===== src/rtl/nb_tx_pkg.sv =====
// Shared types and slot geometry for the NB-IoT transmit resource mapper.
package nb_tx_pkg;

    localparam int DATA_WIDTH = 16;
    localparam int N_SC       = 12;
    localparam int N_SYM      = 7;
    localparam int PILOT_SYM  = 3;

    typedef enum logic [2:0] {
        IDLE,
        MAP,
        PILOT,
        DRAIN,
        DONE
    } map_state_t;

    typedef logic signed [2*DATA_WIDTH-1:0] cplx_t;

endpackage


===== src/rtl/tx_pilot_mapper_ctrl.sv =====
// Slot sequencer for the pilot mapper: state, subcarrier/symbol counters and
// the load/ready decode that steers the output register in the top level.
module map_ctrl_fsm #(
    parameter int N_SC      = nb_tx_pkg::N_SC,
    parameter int N_SYM     = nb_tx_pkg::N_SYM,
    parameter int PILOT_SYM = nb_tx_pkg::PILOT_SYM
) (
    input  logic       clk_i,
    input  logic       rst_ni,
    input  logic       start_i,
    input  logic       data_valid_i,
    input  logic       out_valid_i,
    input  logic       out_ready_i,
    output logic       load_en_o,
    output logic       data_ready_o,
    output logic       load_o,
    output logic       pilot_sel_o,
    output logic       start_acc_o,
    output logic       slot_done_o,
    output logic [3:0] sc_o,
    output logic [2:0] sym_o
);
    import nb_tx_pkg::*;

    map_state_t state_q, state_d;
    logic [3:0] sc_q, sc_d;
    logic [2:0] sym_q, sym_d;
    logic       last_re;

    // The output register may take a new RE when empty or being drained this cycle.
    assign load_en_o = !out_valid_i || out_ready_i;
    assign last_re   = (sym_q == 3'(N_SYM - 1)) && (sc_q == 4'(N_SC - 1));
    assign sc_o      = sc_q;
    assign sym_o     = sym_q;

    // Next-state, counter advance and load/ready decode.
    always_comb begin
        state_d      = state_q;
        sc_d         = sc_q;
        sym_d        = sym_q;
        data_ready_o = 1'b0;
        load_o       = 1'b0;
        pilot_sel_o  = 1'b0;
        start_acc_o  = 1'b0;
        slot_done_o  = 1'b0;
        case (state_q)
            IDLE: begin
                if (start_i) begin
                    start_acc_o = 1'b1;
                    sc_d        = '0;
                    sym_d       = '0;
                    state_d     = (PILOT_SYM == 0) ? PILOT : MAP;
                end
            end
            MAP: begin
                data_ready_o = load_en_o;
                load_o       = load_en_o && data_valid_i;
            end
            PILOT: begin
                load_o      = load_en_o;
                pilot_sel_o = 1'b1;
            end
            DRAIN: begin
                if (out_valid_i && out_ready_i) begin
                    state_d = DONE;
                end
            end
            DONE: begin
                slot_done_o = 1'b1;
                state_d     = IDLE;
            end
            default: state_d = IDLE;
        endcase

        // Every loaded RE advances the grid position; the symbol about to be
        // filled decides whether the next REs come from input or the pilot table.
        if (load_o) begin
            if (sc_q == 4'(N_SC - 1)) begin
                sc_d  = '0;
                sym_d = sym_q + 3'd1;
            end else begin
                sc_d = sc_q + 4'd1;
            end
            if (last_re) begin
                state_d = DRAIN;
            end else if (sym_d == 3'(PILOT_SYM)) begin
                state_d = PILOT;
            end else begin
                state_d = MAP;
            end
        end
    end

    // State and counter registers.
    always_ff @(posedge clk_i or negedge rst_ni) begin
        if (!rst_ni) begin
            state_q <= IDLE;
            sc_q    <= '0;
            sym_q   <= '0;
        end else begin
            state_q <= state_d;
            sc_q    <= sc_d;
            sym_q   <= sym_d;
        end
    end

endmodule


===== src/rtl/tx_pilot_mapper.sv =====
// NPUSCH resource mapper: interleaves 72 data REs with a 12-RE DMRS symbol
// into an 84-RE slot, subcarrier-major within each symbol.
module tx_pilot_mapper #(
    parameter int DATA_WIDTH = nb_tx_pkg::DATA_WIDTH,
    parameter int N_SC       = nb_tx_pkg::N_SC,
    parameter int N_SYM      = nb_tx_pkg::N_SYM,
    parameter int PILOT_SYM  = nb_tx_pkg::PILOT_SYM
) (
    input  logic                                 i_clk_map,
    input  logic                                 i_rst_n,
    input  logic                                 i_start,
    input  logic [N_SC-1:0][2*DATA_WIDTH-1:0]    i_pilot,
    input  logic                                 i_data_valid,
    input  logic [2*DATA_WIDTH-1:0]              i_data,
    output logic                                 o_data_ready,
    output logic                                 o_valid,
    input  logic                                 i_out_ready,
    output logic [2*DATA_WIDTH-1:0]              o_re,
    output logic [3:0]                           o_sc_idx,
    output logic [2:0]                           o_sym_num,
    output logic                                 o_pilot_flag,
    output logic                                 o_slot_done
);
    import nb_tx_pkg::*;

    logic [N_SC-1:0][2*DATA_WIDTH-1:0] pilot_q;
    logic       load_en;
    logic       load;
    logic       pilot_sel;
    logic       start_acc;
    logic [3:0] sc;
    logic [2:0] sym;

    map_ctrl_fsm #(
        .N_SC      (N_SC),
        .N_SYM     (N_SYM),
        .PILOT_SYM (PILOT_SYM)
    ) u_ctrl (
        .clk_i        (i_clk_map),
        .rst_ni       (i_rst_n),
        .start_i      (i_start),
        .data_valid_i (i_data_valid),
        .out_valid_i  (o_valid),
        .out_ready_i  (i_out_ready),
        .load_en_o    (load_en),
        .data_ready_o (o_data_ready),
        .load_o       (load),
        .pilot_sel_o  (pilot_sel),
        .start_acc_o  (start_acc),
        .slot_done_o  (o_slot_done),
        .sc_o         (sc),
        .sym_o        (sym)
    );

    // Snapshot the DMRS vector at slot start so later input changes cannot leak in.
    always_ff @(posedge i_clk_map or negedge i_rst_n) begin
        if (!i_rst_n) begin
            pilot_q <= '0;
        end else if (start_acc) begin
            pilot_q <= i_pilot;
        end
    end

    // Single output register; held unchanged while downstream stalls.
    always_ff @(posedge i_clk_map or negedge i_rst_n) begin
        if (!i_rst_n) begin
            o_valid      <= 1'b0;
            o_re         <= '0;
            o_sc_idx     <= '0;
            o_sym_num    <= '0;
            o_pilot_flag <= 1'b0;
        end else if (load_en) begin
            o_valid      <= load;
            o_pilot_flag <= load && pilot_sel;
            if (load) begin
                o_re      <= pilot_sel ? pilot_q[sc] : i_data;
                o_sc_idx  <= sc;
                o_sym_num <= sym;
            end
        end
    end

endmodule


===== config.mk =====
export PLATFORM = sky130hd
export DESIGN_NAME = tx_pilot_mapper
export DESIGN_NICKNAME = d
export VERILOG_FILES = /design/src/rtl/nb_tx_pkg.sv /design/src/rtl/tx_pilot_mapper_ctrl.sv /design/src/rtl/tx_pilot_mapper.sv
export SDC_FILE = /design/constraint.sdc
export NUM_CORES = 1
export LEC_CHECK = 0
export BUFFER_PORTS_ARGS = -buffer_cell sky130_fd_sc_hd__buf_2
export CORE_MARGIN = 3
export CORE_UTILIZATION = 50
export CTS_CLUSTER_DIAMETER = 30
export DETAILED_ROUTE_END_ITERATION = 6
export PLACE_DENSITY = 0.75
export SLEW_MARGIN = 20
export SYNTH_ARGS = -nofsm -noshare
export SYNTH_HDL_FRONTEND = slang
export SYNTH_SLANG_ARGS = --single-unit
export TNS_END_PERCENT = 100

===== constraint.sdc =====
create_clock -name i_clk_map -period 4.8 [get_ports i_clk_map]
set_input_delay 0.96 -clock i_clk_map [delete_from_list [all_inputs] [get_ports i_clk_map]]
set_output_delay 0.96 -clock i_clk_map [all_outputs]
set_load 0.02 [all_outputs]

==> PnR_summary.wiki, run 1 <==
{| class="wikitable"
! Metric !! Value
|-
| CTS Root Buffer Type || sky130_fd_sc_hd__clkbuf_16
|-
| Commonest cells after routing, fill and taps aside || sky130_fd_sc_hd__nand2_1 (1182), sky130_fd_sc_hd__buf_2 (462), sky130_fd_sc_hd__dfrtp_1 (433)
|-
| Fraction of layout cells with a size suffix above 1 || 28.2%
|-
| Number of nets in the final layout || 3002
|-
| Count of yosys warnings during synthesis || 0
|-
| Number of optimization iterations in the first detailed-route pass || 5
|-
| Worst path depth || 4
|-
| Pin count of the biggest net entering global routing || 135
|-
| Worst endpoint required time || 3840 ps
|-
| Flop2flop setup slack || 2290 ps
|-
| CP startpoint || i_out_ready
|-
| Vias per cell || 5.35
|-
| Power density over the cells || 746 mW/mm^2
|-
| RSZ-0062 raised after global routing || no
|-
| HPWL after detailed placement || 40300 um
|-
| Post-route worst hold slack || 397 ps
|-
| Kind of cell adding the most delay to the critical path || simple AND/OR/NAND/NOR gates
|-
| Maximum clock frequency || 0.367 GHz
|-
| Worst R2R End || o_re[14]$_DFFE_PN0P_
|-
| Initial standard-cell utilization of the core || 51.2%
|-
| Vias in the first global route || 17500
|-
| Cells along the critical path || buf_2, and2b_1, nor4b_1, buf_2
|-
| Area fraction in compound gates after synthesis || 3.07%
|-
| Overall die area || 0.0423 sq mm
|-
| Overall fraction of global-route tracks in use || 28.6%
|-
| Length in cells of the worst reg-to-reg path || 5
|-
| Xor and xnor fraction of the mapped netlist area || 0.0439%
|-
| Number of pins with negative max-slew slack in the final report || 0
|-
| Crit Reg-Reg Startpoint || u_ctrl.sc_o[0]$_DFFE_PN0P_
|-
| Worst Clk Skew || 18.8 ps
|-
| Crit-path max FO || 4
|-
| Critical path buffer and inverter count || 2
|-
| Internal Dissipation || 12500 uW
|-
| Overall die width || 206 um
|-
| Clock buffer count from CTS || 90
|-
| Post-CTS resize count || 0
|-
| Gate Count Post-Synth || 2137
|-
| Comb power frac || 31.2%
|-
| Routability cong. || 0.877
|-
| Largest family of logic cells by synthesized area || simple AND/OR/NAND/NOR gates
|-
| Category of the worst setup path launch point || input pin
|-
| Slew at the pin with the worst max-slew slack || 1090 ps
|-
| Sequential-to-total area share from yosys stat || 54.6%
|-
| Share of the clock period used by the worst path after layout || 56.8%
|-
| Sum of negative setup slack || 0 ps
|-
| I/O pins || 464
|-
| Worst-Skew Late Latency || 620 ps
|-
| Core ar. || 0.0390 sq mm
|-
| Detailed-route DRC error count || 0
|-
| Hold-fix buffer count after cts || 0
|-
| Number of storage elements in the synthesis netlist || 435
|-
| Setup violation total in the final timing report || 0
|-
| Mux share of post-synthesis cell area || 10.5%
|-
| Clock slew at reported path FFs || 50 ps
|-
| Final period demand of the worst path || 2730 ps
|-
| Overall routed net length || 60900 um
|-
| DIE HEIGHT || 206 um
|-
| Commonest non-fill, non-tap cell in the layout || sky130_fd_sc_hd__nand2_1
|-
| Maximum buffer depth of the clock tree || 3
|-
| Total net switching power || 6690 uW
|-
| Post-synthesis async set-or-reset flop share || 100%
|-
| Cell at the slowest stage of the critical path || sky130_fd_sc_hd__nor4b_1
|-
| Adder-cell share of the synthesized area || 0.188%
|-
| Fraction of power consumed by sequential logic || 33.4%
|-
| Worst IR Drop VDD || 0.420 mV
|-
| Count of routing violations after the opening detailed-route iteration || 1420
|-
| Sw frac || 34.9%
|-
| Type of the worst setup path || in -> out
|-
| Global-route wire length before repair || 93700 um
|-
| Power share of the clock group || 35.4%
|-
| Number of nets still failing antenna checks after routing || 0
|-
| Antenna violations before repair || 6
|-
| Count of unique library cells instantiated by Yosys || 45
|-
| Count of H-tree levels built during CTS || 3
|-
| Max transition margin || 27.3%
|-
| CP endpoint kind || output pin
|-
| Number of standard-cell rows in the floorplan || 72
|-
| Leakage dissipation || 0.0135 uW
|-
| Count of buffers from port buffering || 463
|-
| Path type of the worst min-delay path || in -> async
|-
| Crit path top cell by count || sky130_fd_sc_hd__buf_2
|-
| Share of the synthesized area in the top cell type || 54.6%
|-
| Cell area after synthesis || 0.0200 sq mm
|-
| Post-synth EDFFs || 0
|-
| Top post-synthesis cells by area || sky130_fd_sc_hd__dfrtp_1 (55%), sky130_fd_sc_hd__nand2_1 (22%), sky130_fd_sc_hd__mux4_2 (7.2%)
|-
| Synthesized area divided by synthesized cell count || 9.34 sq um
|-
| Status || completed
|-
| Hold Vio Cnt, Final || 0
|-
| Routed len/inst || 19.2 um
|-
| Largest incremental delay on the critical path || 250 ps
|-
| Via count of the routed design || 17000
|-
| CTS tree || done
|-
| Count of clock tree sinks || 435
|-
| Final instance area || 0.0257 sq mm
|-
| Cell Area, Placed || 0.0223 sq mm
|-
| Post-synthesis to final-layout area growth || 28.7%
|-
| Largest area contributor in the synthesized netlist || sky130_fd_sc_hd__dfrtp_1
|-
| Synth Area in Simple Gates || 26.8%
|-
| Worst setup slack after placement || 2020 ps
|-
| Final WS setup || 2070 ps
|-
| CP Data Arrival Time || 1770 ps
|-
| Setup Buffers After CTS || 0
|-
| Number of violations of the max-capacitance limit || 0
|-
| Final Util || 65.9%
|-
| Most used flip-flop cell after synthesis || sky130_fd_sc_hd__dfrtp_1
|-
| Synthesized net count || 2561
|-
| Total overflow reported by the global router || 0
|}
[worst max-delay path by stage]
stage	slack, ps	to
after floorplan	1920	o_data_ready
after global placement	2070	pilot_q[299]$_DFFE_PN0P_
after detailed placement	2020	pilot_q[303]$_DFFE_PN0P_
after CTS	2070	o_data_ready
after global routing	1930	o_data_ready
final	2070	o_data_ready
[logic make-up (layout without fill, tap and decap cells)]
kind of cell,count (synthesis),in the layout
and+or+nand+nor,1339,1339
muxes,129,129
other,0,4
AOI/OAI and AO/OA,83,83
DFF,435,435
xor gates and xnor gates,1,1
buffers and inverters,147,665
adders and majority gates,3,3
[power groups by stage]
stage                     logic [uW]  clock network (uW)  registers [uW]
after floorplan                 4300                   0            6210
after global placement          5720                   0            6280
after detailed placement        5870                   0            6380
after CTS                       5960                6850            6370
after global routing            6630                7050            6570
final                           5990                6780            6390
[synthesized netlist by cell type (2+ instances only)]
cell type                  instances
sky130_fd_sc_hd__a211oi_1          2
sky130_fd_sc_hd__a21oi_1           3
sky130_fd_sc_hd__a22o_1           31
sky130_fd_sc_hd__buf_2            57
sky130_fd_sc_hd__buf_4             5
sky130_fd_sc_hd__buf_6            41
sky130_fd_sc_hd__clkbuf_1         37
sky130_fd_sc_hd__dfrtp_1         435
sky130_fd_sc_hd__ha_1              3
sky130_fd_sc_hd__inv_1             4
sky130_fd_sc_hd__mux2i_1          65
sky130_fd_sc_hd__mux4_2           64
sky130_fd_sc_hd__nand2_1        1183
sky130_fd_sc_hd__nand3_1           6
sky130_fd_sc_hd__nand3b_1          2
sky130_fd_sc_hd__nor2_1           36
sky130_fd_sc_hd__nor2b_1           3
sky130_fd_sc_hd__nor3_1           81
sky130_fd_sc_hd__nor3_2           14
sky130_fd_sc_hd__nor3b_1           2
sky130_fd_sc_hd__o21ai_0           7
sky130_fd_sc_hd__o22ai_1          32
sky130_fd_sc_hd__o31a_1            2
[registers in the layout, summed over array words and instances (netlist names)]
register	flops
u_ctrl.sc_o	4
o_sym_num	3
o_re	32
u_ctrl.sym_o	3
o_pilot_flag	1
pilot_q	384
o_sc_idx	4
u_ctrl.state_q	3
o_valid	1
[cell type report]
class,instances,area (sq um)
Fill cell,2998,13300
Sequential cell,435,10900
Multi-Input combinational cell,1555,8120
Timing Repair Buffer,492,2660
Clock buffer,105,2440
Clock inverter,64,911
Tap cell,518,648
Inverter,4,15.0
Antenna cell,4,10.0
[worst register-to-register path: stages, from the launching register on]
cell,delay (ps)
sky130_fd_sc_hd__dfrtp_4,680
sky130_fd_sc_hd__buf_4,530
sky130_fd_sc_hd__mux4_2,600
sky130_fd_sc_hd__a22o_1,320
sky130_fd_sc_hd__nor3_1,180
sky130_fd_sc_hd__nor3_1,70
[stage by stage]
stage          total power (uW)  instances
3_5_place_dp              12300       3002
6_report                  19200       3177
4_1_cts                   19200       3171
5_1_grt                   20200       3176
3_3_place_gp              12000       3002
2_1_floorplan             10500       2137
[per-layer routing]
| metal | share of wire (%) | vias up | global-route usage [%] |
|---|---|---|---|
| met5 | 0.051 | - | 0 |
| li1 | - | 7829 | - |
| met3 | 9.1 | 114 | 8.27 |
| met2 | 47 | 727 | 44.4 |
| met1 | 41 | 8329 | 38.4 |
| met4 | 2.8 | 6 | 11.1 |
(Power assumes the default switching activity.)
==> run 2: changes to the inputs <==
CORE_UTILIZATION = 49   (was 50)
PLACE_DENSITY = 0.77   (was 0.75)
clock period = 2.4 ns   (was 4.8 ns; I/O delays follow)
==> PnR_summary.wiki, run 2 (synthesis gave the netlist of run 1 again) <==
{| class="wikitable"
! Metric !! Value
|-
| Status || completed
|-
| Overall die area || 0.0432 sq mm
|-
| Top reg by flops || pilot_q
|-
| Slew at the pin with the worst max-slew slack || 623 ps
|-
| Global-route wire length before repair || 99400 um
|-
| CP endpoint kind || output pin
|-
| Met1 GRT Util || 38.7%
|-
| Sum of negative setup slack || 0 ps
|-
| Fraction of layout cells with a size suffix above 1 || 29.3%
|-
| Kind of cell adding the most delay to the critical path || simple AND/OR/NAND/NOR gates
|-
| Global routing usage on met3 || 7.50%
|-
| Clock slew at reported path FFs || 50 ps
|-
| Core ar. || 0.0400 sq mm
|-
| Overall routed net length || 63300 um
|-
| Commonest non-fill, non-tap cell in the layout || sky130_fd_sc_hd__nand2_1
|-
| I/O pins || 464
|-
| Category of the worst setup path launch point || flop
|-
| Setup Buffers After CTS || 0
|-
| Comb power frac || 31.9%
|-
| Antenna violations before repair || 10
|-
| Number of violations of the max-capacitance limit || 0
|-
| Overall die width || 208 um
|-
| Worst IR Drop VDD || 0.823 mV
|-
| Leakage dissipation || 0.0139 uW
|-
| Path type of the worst min-delay path || in -> reg
|-
| Worst setup slack after placement || 295 ps
|-
| Final WS setup || 199 ps
|-
| Number of cells after detailed placement || 3052
|-
| Largest registers || pilot_q: 384 flops, o_re: 32 flops
|-
| Max transition margin || 58.5%
|-
| Combined area of the multi-input logic cells || 0.00812 sq mm
|-
| Total net switching power || 13600 uW
|-
| Vias in the first global route || 18500
|-
| Commonest cells after routing, fill and taps aside || sky130_fd_sc_hd__nand2_1 (1182), sky130_fd_sc_hd__buf_2 (462), sky130_fd_sc_hd__dfrtp_1 (433)
|-
| CTS Root Buffer Type || sky130_fd_sc_hd__clkbuf_16
|-
| RSZ-0062 raised after global routing || no
|-
| Detailed-route DRC error count || 0
|-
| GR peak layer || met2
|-
| Met2 layer usage reported by global route || 46.2%
|-
| Initial standard-cell utilization of the core || 49.9%
|-
| Pin count of the biggest net entering global routing || 127
|-
| Layout Cells excl Fill || 3233
|-
| Internal Dissipation || 25400 uW
|-
| HPWL after detailed placement || 43000 um
|-
| Power share of the clock group || 35.3%
|-
| Number of standard-cell rows in the floorplan || 73
|-
| Share of the clock period used by the worst path after layout || 91.7%
|-
| Number of optimization iterations in the first detailed-route pass || 5
|-
| Number of nets still failing antenna checks after routing || 0
|-
| Clock buffer count from CTS || 94
|-
| Post-synthesis to final-layout area growth || 31.5%
|-
| Via count of the routed design || 17500
|-
| Critical path buffer and inverter count || 1
|-
| Type of the worst setup path || reg -> out
|-
| Cell at the slowest stage of the critical path || sky130_fd_sc_hd__dfrtp_1
|-
| FF+latch area || 0.0109 sq mm
|-
| Count of H-tree levels built during CTS || 3
|-
| Max FFs per register || 384
|-
| Worst path depth || 3
|-
| Worst Clk Skew || 25.2 ps
|-
| Cells on Worst Hold Path || 3
|-
| Cells along the critical path || and2b_1, nor4b_1, buf_2
|-
| CTS tree || done
|-
| Overall fraction of global-route tracks in use || 29.1%
|-
| Hold Vio Cnt, Final || 0
|-
| Count of routing violations after the opening detailed-route iteration || 1726
|-
| Count of buffers from port buffering || 463
|-
| Vias per cell || 5.40
|-
| Power density over the cells || 1490 mW/mm^2
|-
| Routed len/inst || 19.6 um
|-
| Final period demand of the worst path || 2200 ps
|-
| Crit-path max FO || 5
|-
| Number of nets in the final layout || 3048
|-
| Setup violation total in the final timing report || 0
|-
| Length in cells of the worst reg-to-reg path || 4
|-
| Filler cells || 3059
|-
| Sw frac || 34.9%
|-
| Fraction of power consumed by sequential logic || 32.8%
|-
| Count of clock tree sinks || 435
|-
| Worst-Skew Late Latency || 620 ps
|-
| Post-CTS resize count || 0
|-
| Flop2flop setup slack || 300 ps
|-
| DIE HEIGHT || 208 um
|-
| Routability cong. || 0.942
|-
| Maximum buffer depth of the clock tree || 3
|-
| Worst endpoint required time || 1920 ps
|-
| Number of pins with negative max-slew slack in the final report || 0
|-
| Largest incremental delay on the critical path || 410 ps
|-
| CP Data Arrival Time || 1720 ps
|-
| Total overflow reported by the global router || 0
|-
| Maximum clock frequency || 0.454 GHz
|}
[run 2: cell types whose count changed in the layout (fill, tap and decap cells not counted), sizes merged]
cell         before  now
bufinv           17   14
clkinvlp         15    6
clkinv           24   27
buf             492  533
diode             4    5
dlygate4sd3       0    1
clkbuf          105  114
inv              12   18
[run 2: area by class of cell]
cell class	instances	share of cell area (%)
clock buffers	114	10.0
repair buffers	534	11.9
multi-input cells	1555	30.9
inverters	4	0.0572
flip-flops and latches	435	41.5
diodes	5	0.0477
clock inverters	61	3.04
well taps	525	2.50
[run 2: power groups by stage]
stage / Combinational [uW] / Clock, uW / Sequential, uW
after floorplan: 8600 / 0 / 12400
after global placement: 12000 / 0 / 12500
after detailed placement: 12300 / 0 / 12800
after CTS: 12500 / 13900 / 12700
after global routing: 13800 / 14300 / 13100
final: 12500 / 13800 / 12800
[run 2: layer usage]
layer | up-vias | wire (um) | part of all wire (%)
li1 | 7907 | - | -
met1 | 8568 | 25700 | 41
met2 | 835 | 29700 | 47
met3 | 144 | 5650 | 8.9
met4 | 6 | 2120 | 3.4
met5 | - | 39 | 0.062
[run 2: timing repair]
item	4_1_cts	5_1_grt
hold endpoints to repair	42	0
endpoints found under the setup margin	0	0
hold buffers	1	0
[run 2: final timing paths]
check                                               from                  endpoint
setup / recovery                     o_valid$_DFFE_PN0N_              o_data_ready
hold / removal                              i_pilot[150]  pilot_q[150]$_DFFE_PN0P_
setup reg to reg           u_ctrl.state_q[1]$_DFFE_PN0P_  pilot_q[270]$_DFFE_PN0P_
hold reg to reg                  pilot_q[97]$_DFFE_PN0P_   pilot_q[97]$_DFFE_PN0P_
max in group asynchronous                        i_rst_n      o_re[14]$_DFFE_PN0P_
min in group asynchronous                        i_rst_n  pilot_q[283]$_DFFE_PN0P_
[run 2: stage by stage]
stage | hold slack [ps] | cell area [sq um] | power, uW | utilization [%]
3_5_place_dp | 447 | 22800 | 25100 | 57.0
5_1_grt | 45.6 | 26200 | 41200 | 65.6
3_3_place_gp | 449 | 22800 | 24500 | 57.0
6_report | 57.2 | 26200 | 39100 | 65.6
2_1_floorplan | 184 | 20000 | 21000 | -
4_1_cts | 26.6 | 26200 | 39200 | 65.6
[run 2: worst reg2reg max path, delay by kind of cell, from the launching register on]
kind,cells,cell delay [ps]
flip-flops,1,520
buffers and inverters,1,340
AND/OR/NAND/NOR,3,1110
